==> config.mk <==
export PLATFORM = sky130hd
export DESIGN_NAME = mac_operand_loader
export DESIGN_NICKNAME = d
export VERILOG_FILES = /design/src/rtl/mac_operand_loader.sv
export SDC_FILE = /design/constraint.sdc
export NUM_CORES = 1
export LEC_CHECK = 0
export CORE_UTILIZATION = 58
export DETAILED_ROUTE_END_ITERATION = 16
export GPL_ROUTABILITY_DRIVEN = 0
export HOLD_SLACK_MARGIN = 0.08
export PLACE_DENSITY_LB_ADDON = 0.2
export RECOVER_POWER = 25
export SLEW_MARGIN = 20
export SYNTH_ARGS = -nofsm -noshare
export SYNTH_HDL_FRONTEND = slang
export SYNTH_SLANG_ARGS = --single-unit
==> constraint.sdc <==
create_clock -name clk -period 4.9 [get_ports clk]
set_clock_uncertainty 0.15 [all_clocks]
set_input_delay 0.49 -clock clk [delete_from_list [all_inputs] [get_ports clk]]
set_output_delay 0.49 -clock clk [all_outputs]
set_load 0.02 [all_outputs]
==> src/rtl/mac_operand_loader.sv <==
// Wishbone-slave operand loader for the mac unit: stages eight operand words,
// launches them as a 256-bit vector and captures the result after a fixed latency.
module mac_operand_loader #(
    parameter logic [31:0] BASE_ADDR = 32'h3000_0000,
    parameter int          WORDS     = 8,
    parameter int          RES_W     = 28,
    parameter int          MAC_LAT   = 2
) (
    input  logic                  clk,
    input  logic                  reset_n,
    input  logic                  wbs_stb_i,
    input  logic                  wbs_cyc_i,
    input  logic                  wbs_we_i,
    input  logic [3:0]            wbs_sel_i,
    input  logic [31:0]           wbs_dat_i,
    input  logic [31:0]           wbs_adr_i,
    output logic                  wbs_ack_o,
    output logic [31:0]           wbs_dat_o,
    output logic [WORDS*32-1:0]   mac_data_in,
    input  logic [RES_W-1:0]      mac_data_out,
    output logic                  busy,
    output logic                  done_irq
);

    localparam logic [0:0] ST_IDLE  = 1'b0;
    localparam logic [0:0] ST_RUN   = 1'b1;
    localparam logic [3:0] LAT_LAST = 4'(MAC_LAT - 1);

    logic [31:0]         stage_q [WORDS];
    logic [31:0]         stage_d [WORDS];
    logic [WORDS*32-1:0] active_q, active_d;
    logic [RES_W-1:0]    result_q, result_d;
    logic [15:0]         cnt_q, cnt_d;
    logic [3:0]          lat_q, lat_d;
    logic [0:0]          state_q, state_d;
    logic                busy_q, busy_d;
    logic                done_q, done_d;
    logic                overrun_q, overrun_d;
    logic                ack_q, ack_d;
    logic [31:0]         dat_q, dat_d;

    logic        hit_s, req_s, wr_s, rd_s, ctrl_wr_s, start_s, clr_s, complete_s;
    logic [2:0]  widx_s;
    logic [31:0] rdata_s;
    logic        unused_adr_s;

    assign hit_s        = (wbs_adr_i[31:6] == BASE_ADDR[31:6]);
    assign req_s        = wbs_stb_i & wbs_cyc_i & hit_s & ~ack_q;
    assign wr_s         = req_s & wbs_we_i;
    assign rd_s         = req_s & ~wbs_we_i;
    assign widx_s       = wbs_adr_i[4:2];
    assign ctrl_wr_s    = wr_s & (wbs_adr_i[5:2] == 4'h8);
    assign start_s      = ctrl_wr_s & wbs_dat_i[0];
    assign clr_s        = ctrl_wr_s & wbs_dat_i[1];
    assign complete_s   = (state_q == ST_RUN) && (lat_q == LAT_LAST);
    assign unused_adr_s = ^wbs_adr_i[1:0];

    // Byte-masked staging writes; unselected bytes and other words hold.
    always_comb begin
        for (int k = 0; k < WORDS; k++) begin
            for (int b = 0; b < 4; b++) begin
                stage_d[k][b*8 +: 8] = (wr_s && !wbs_adr_i[5] && (widx_s == 3'(k)) && wbs_sel_i[b])
                                       ? wbs_dat_i[b*8 +: 8] : stage_q[k][b*8 +: 8];
            end
        end
    end

    // Read data multiplexer over the register map.
    always_comb begin
        rdata_s = 32'h0000_0000;
        if (!wbs_adr_i[5]) begin
            rdata_s = stage_q[widx_s];
        end else begin
            case (wbs_adr_i[4:2])
                3'd1:    rdata_s = {29'd0, overrun_q, done_q, busy_q};
                3'd2:    rdata_s = 32'(result_q);
                3'd3:    rdata_s = {16'd0, cnt_q};
                default: rdata_s = 32'h0000_0000;
            endcase
        end
    end

    // Single-cycle acknowledge with registered read data.
    always_comb begin
        ack_d = req_s;
        if (rd_s) begin
            dat_d = rdata_s;
        end else if (req_s) begin
            dat_d = 32'h0000_0000;
        end else begin
            dat_d = dat_q;
        end
    end

    // Operation sequencer: launch, latency count, result capture, flags.
    always_comb begin
        state_d   = state_q;
        active_d  = active_q;
        busy_d    = busy_q;
        done_d    = done_q;
        overrun_d = overrun_q;
        lat_d     = lat_q;
        result_d  = result_q;
        cnt_d     = cnt_q;
        case (state_q)
            ST_IDLE: begin
                if (start_s) begin
                    state_d = ST_RUN;
                    for (int k = 0; k < WORDS; k++) begin
                        active_d[k*32 +: 32] = stage_q[k];
                    end
                    busy_d    = 1'b1;
                    done_d    = 1'b0;
                    lat_d     = 4'd0;
                    overrun_d = clr_s ? 1'b0 : overrun_q;
                end else if (clr_s) begin
                    done_d    = 1'b0;
                    overrun_d = 1'b0;
                end else begin
                    done_d    = done_q;
                end
            end
            ST_RUN: begin
                lat_d = lat_q + 4'd1;
                // A clear in the same write beats the overrun it would otherwise flag.
                if (clr_s) begin
                    overrun_d = 1'b0;
                end else if (start_s) begin
                    overrun_d = 1'b1;
                end else begin
                    overrun_d = overrun_q;
                end
                if (complete_s) begin
                    result_d = mac_data_out;
                    cnt_d    = cnt_q + 16'd1;
                    done_d   = 1'b1;
                    busy_d   = 1'b0;
                    state_d  = ST_IDLE;
                end else begin
                    busy_d   = 1'b1;
                end
            end
            default: begin
                state_d = ST_IDLE;
                busy_d  = 1'b0;
            end
        endcase
    end

    // State registers; reset aborts any operation in flight.
    always_ff @(posedge clk or negedge reset_n) begin
        if (!reset_n) begin
            for (int k = 0; k < WORDS; k++) begin
                stage_q[k] <= 32'h0000_0000;
            end
            active_q  <= '0;
            result_q  <= '0;
            cnt_q     <= 16'd0;
            lat_q     <= 4'd0;
            state_q   <= ST_IDLE;
            busy_q    <= 1'b0;
            done_q    <= 1'b0;
            overrun_q <= 1'b0;
            ack_q     <= 1'b0;
            dat_q     <= 32'h0000_0000;
        end else begin
            for (int k = 0; k < WORDS; k++) begin
                stage_q[k] <= stage_d[k];
            end
            active_q  <= active_d;
            result_q  <= result_d;
            cnt_q     <= cnt_d;
            lat_q     <= lat_d;
            state_q   <= state_d;
            busy_q    <= busy_d;
            done_q    <= done_d;
            overrun_q <= overrun_d;
            ack_q     <= ack_d;
            dat_q     <= dat_d;
        end
    end

    assign wbs_ack_o   = ack_q;
    assign wbs_dat_o   = dat_q;
    assign mac_data_in = active_q;
    assign busy        = busy_q;
    assign done_irq    = done_q;

endmodule

* After elaboration in Yosys (flattened, before gate mapping)
Index checks and enable logic that the tools add are counted.
** Storage, ports and cells
- Input port bits :: 101
- Logic and storage cells :: 141
- Register bits after elaboration :: 597
** Cells by class
- Bitwise operators :: 12
- $add $sub $neg :: 2
- Equal/unequal tests :: 15
- Reductions and logical operators :: 49
- $lt $le $gt $ge :: 1
- Muxes and demuxes :: 20
** Operator list (number)
- $mux 32 :: 5
- $bmux 32 s3 :: 1
- $pmux 28 s3 :: 1
- $logic_and 1x1->1 :: 42
- $eq 26x24->1 const B :: 1
- $add 16x1->16 const B :: 1
- $eq 3x3->1 const B :: 4
- $and 1x1->1 :: 8
- $pmux 1 s2 :: 4
- $pmux 4 s2 :: 1
- $reduce_and 2->1 :: 4
- $mux 1 :: 7
- $eq 3x2->1 const B :: 2
- $add 4x1->4 const B :: 1
- $eq 4x1->1 const B :: 1
- $eq 4x4->1 const B :: 1
- $ge 4x4->1 const B :: 1
- $mux 4 :: 1
- $ne 2x2->1 const B :: 2
- $not 3->4 :: 1
- $eq 3x1->1 const B :: 1
- $logic_not 3->1 :: 1
- $ne 3x1->1 const B :: 1
- $ne 3x3->1 const B :: 1
- 4 further kinds :: 6

* Longest topological paths before layout
- Depth after elaboration :: 9
- Depth in mapped cells :: 8
- Depth with buffers taken out :: 6

* Least setup slack after synthesis
OpenSTA, ideal clock, no wires.
- Kind :: input to register
- Start :: input wbs_adr_i[24]
- End :: register stage_q[34] (netlist name)
- Buffers on the path :: 2
- Required time :: 4.625 ns
- Stages :: 6
- Slack :: 2.425 ns
- Arrival :: 2.200 ns
- Cells stage by stage :: nor4b_1 nand4_1 buf_4 buf_4 nor4_4 mux2_2
** Between the ends
- Word-level cells in the longest chain between the ends :: 7
** RTL lines
- from (decl) :: RTL line 16 : input logic [31:0] wbs_adr_i,
- $eq 26x24->1 :: RTL line 47 : assign hit_s = (wbs_adr_i[31:6] == BASE_ADDR[31:6]);
- $and 1x1->1 (2 in series) :: RTL line 48 : assign req_s = wbs_stb_i & wbs_cyc_i & hit_s & ~ack_q;
- $and 1x1->1 :: RTL line 49 : assign wr_s = req_s & wbs_we_i;
- $logic_and 1x1->1 (3 in series) :: RTL line 62 : stage_d[k][b*8 +: 8] = (wr_s && !wbs_adr_i[5] && (widx_s == 3'(k)) && wbs_sel_i[b])
- to (signal, indexed assignment) :: RTL line 168 : stage_q[k] <= stage_d[k];
- to (decl) :: RTL line 29 : logic [31:0] stage_q [WORDS];
Every way passes these cells.
A chain may end at the register's enable or synchronous reset.

==> reports/metrics.csv <==
metric,value,unit
status,"finished, violations left",
violations,"capacitance limit, slew limit",
die_h,210.7,microns
relSlewSlack,-0.5181,
stdcell_count,2584,
initial_core_util,0.5875,
initialDrtViolationCount,942,
root_buffer,clkbuf_16,
drive_above_1_share,0.2842,
grt_max_degree,166,
final_common_cell,dfrtp_1,
fin_crit,3.550,ns
antenna_found_initial,12,
crit_slowest_cell,clkbuf_4,
yosysSeqAreaShare,0.5916,
cp_cell_sequence,dlygate4sd3_1 > clkbuf_1 > clkbuf_4,
die_w,210.7,microns
finalCritPeriodShare,0.7245,
arrival,3.64,ns
async_flop_share,1.000,
cts.sinks,597,
io_buffers,389,
dr.pass1.iters,5,
grt-ovfl-total,0,
wire_per_inst,24.74,microns
cpPeakStageDelay,1.65,ns
final-setup-viol-count,0,
cp-start-kind,input port,
postSynth.topFlopCell,dfrtp_1,
hold_viol,0,
syn_avg_cell_area,16.09,sq um
synthCells,1569,
ys_top_cells_by_area,"dfrtp_1, mux2_2, mux2_1",
tightest_slew,2.277,ns
yosysTopAreaCellShare,0.5916,
yosys_warnings,0,
drv_cap,3,
num_vias,15340,
fin_ws,1.350,ns
syn-num-nets,1673,
nets,2051,
synth_seq_cells,597,
synth_cell_types,46,
fmax,281.7,MHz
grt_pass1_wl,98990,microns
cts-buffers-inserted,59,
crit_type,in -> async,
areaGrowthSynthToFinish,25.43,%
power.density,315.5,nW/um^2
synth-edff-count,0,
synth_area,25250,sq um
worstPathMaxFanout,165,
viasPerCell,5.938,
final_cell_mix,"dfrtp_1, clkdlybuf4s50_1, mux2_2",
clk_pin_slew,0.06,ns
drc,0,
fin_tns_setup,0,ns
dieArea,44380,sq um
io-pin-count,392,
grt_usage,0.2955,
dp.cells,2470,
grt_setup_unrepaired,false,
hpwl,41740,microns
required,4.99,ns
yosysTopAreaCell,dfrtp_1,
core,42980,sq um
cts_htree_levels,2,
hp-class,reg -> reg,
ant_nets,0,
pre_cts_ws,1.063,ns
grt_pass1_vias,16500,
rows,76,
wl,63930,microns
crit_path_end_kind,asynchronous set/reset pin,
clk_latency,0.61,ns
peakVddDrop,0.2995,mV
cts_tree,yes,
p_leak,15.16,nW
slew_viol_final,465,
clockBufferDepth,3,
-- cells by family after synthesis --
group                      synth area share
AOI/OAI and AO/OA                   0.02710
xor gates and xnor gates           0.006243
adders and majority gates          0.001487
buffers and inverters               0.01922
DFF                                  0.5916
muxes                                0.3063
and+or+nand+nor                     0.04806
-- cell usage after synthesis (all sizes together) (2+ instances only) --
library cell	number
a21oi	3
a221oi	13
a2bb2oi	4
a311oi	3
a31oi	3
buf	57
clkbuf	33
dfrtp	597
ha	3
inv	5
mux2	542
mux2i	19
mux4	64
nand2	31
nand2b	7
nand3	10
nand4	8
nor2	16
nor3	6
nor4	41
o21ai	28
o221ai	12
o22ai	13
o2bb2ai	4
o41ai	13
or2	5
or4	2
xnor2	6
xor2	12
-- routing by layer --
metal  track usage  vias to the layer above  share of wire
met1        0.3979                     8120           0.41
met4        0.1012                       18          0.030
li1              -                     6635              -
met3       0.07345                      127          0.068
met5             0                        -         0.0018
met2        0.4722                      443           0.49
-- state kept, by name (all words and copies together), names as in the netlist --
register     cells
mac_data_in    256
state_q          1
overrun_q        1
result_q        28
busy             1
wbs_dat_o       32
cnt_q           16
stage_q        256
lat_q            4
done_irq         1
wbs_ack_o        1
-- worst paths after layout --
kind | slack (ns) | startpoint | to | depth (start not counted)
min in group asynchronous | 0.40 | reset_n | stage_q[3]$_DFFE_PN0P_ | 2
max in group clk | 1.69 | wbs_adr_i[5] | stage_q[6]$_DFFE_PN0P_ | 6
worst min-delay path | 0.33 | mac_data_in[166]$_DFFE_PN0P_ | mac_data_in[166]$_DFFE_PN0P_ | 1
worst max register to register | 1.71 | wbs_ack_o$_DFF_PN0_ | stage_q[189]$_DFFE_PN0P_ | 5
worst min register to register | 0.33 | mac_data_in[166]$_DFFE_PN0P_ | mac_data_in[166]$_DFFE_PN0P_ | 1
worst max-delay path | 1.35 | reset_n | mac_data_in[14]$_DFFE_PN0P_ | 3
-- through the flow --
step,hold WS (ns),total power [mW],cell area (sq um),util
6_report,0.3319,9.995,31680,0.7370
4_1_cts,0.1257,10.09,31710,0.7379
3_5_place_dp,0.1737,5.400,29650,0.6899
3_3_place_gp,0.1752,5.393,29650,0.6899
5_1_grt,0.3361,10.30,31670,0.7369
2_1_floorplan,0.04441,5.150,25250,-
-- report_power, final --
part	internal, mW	switching, mW	leakage (nW)
clock	2.84	1.86	1.02
sequential	4.94	0.00654	8.26
combinational	0.121	0.231	5.88
-- what timing repair did --
action / CTS / global route
setup buffers: 0 / 0
hold buffers: 1 / 0
resized for setup: 0 / 0
endpoints found under the hold margin: 467 / 0
-- critical path: cells and delay by family --
kind / cells / cell delay [ns]
buffers and inverters: 3 / 2.87
-- final cells by class --
cell class,instances,area (sq um)
sequential,597,14940
timing repair buffer,407,4065
multi-input combinational,877,9857
fill,2733,11310
clock inverter,14,198.9
inverter,5,18.77
tap,585,732.0
clock buffer,95,1854
antenna,4,10.01
Note: power is estimated with default switching activity, not from simulation.
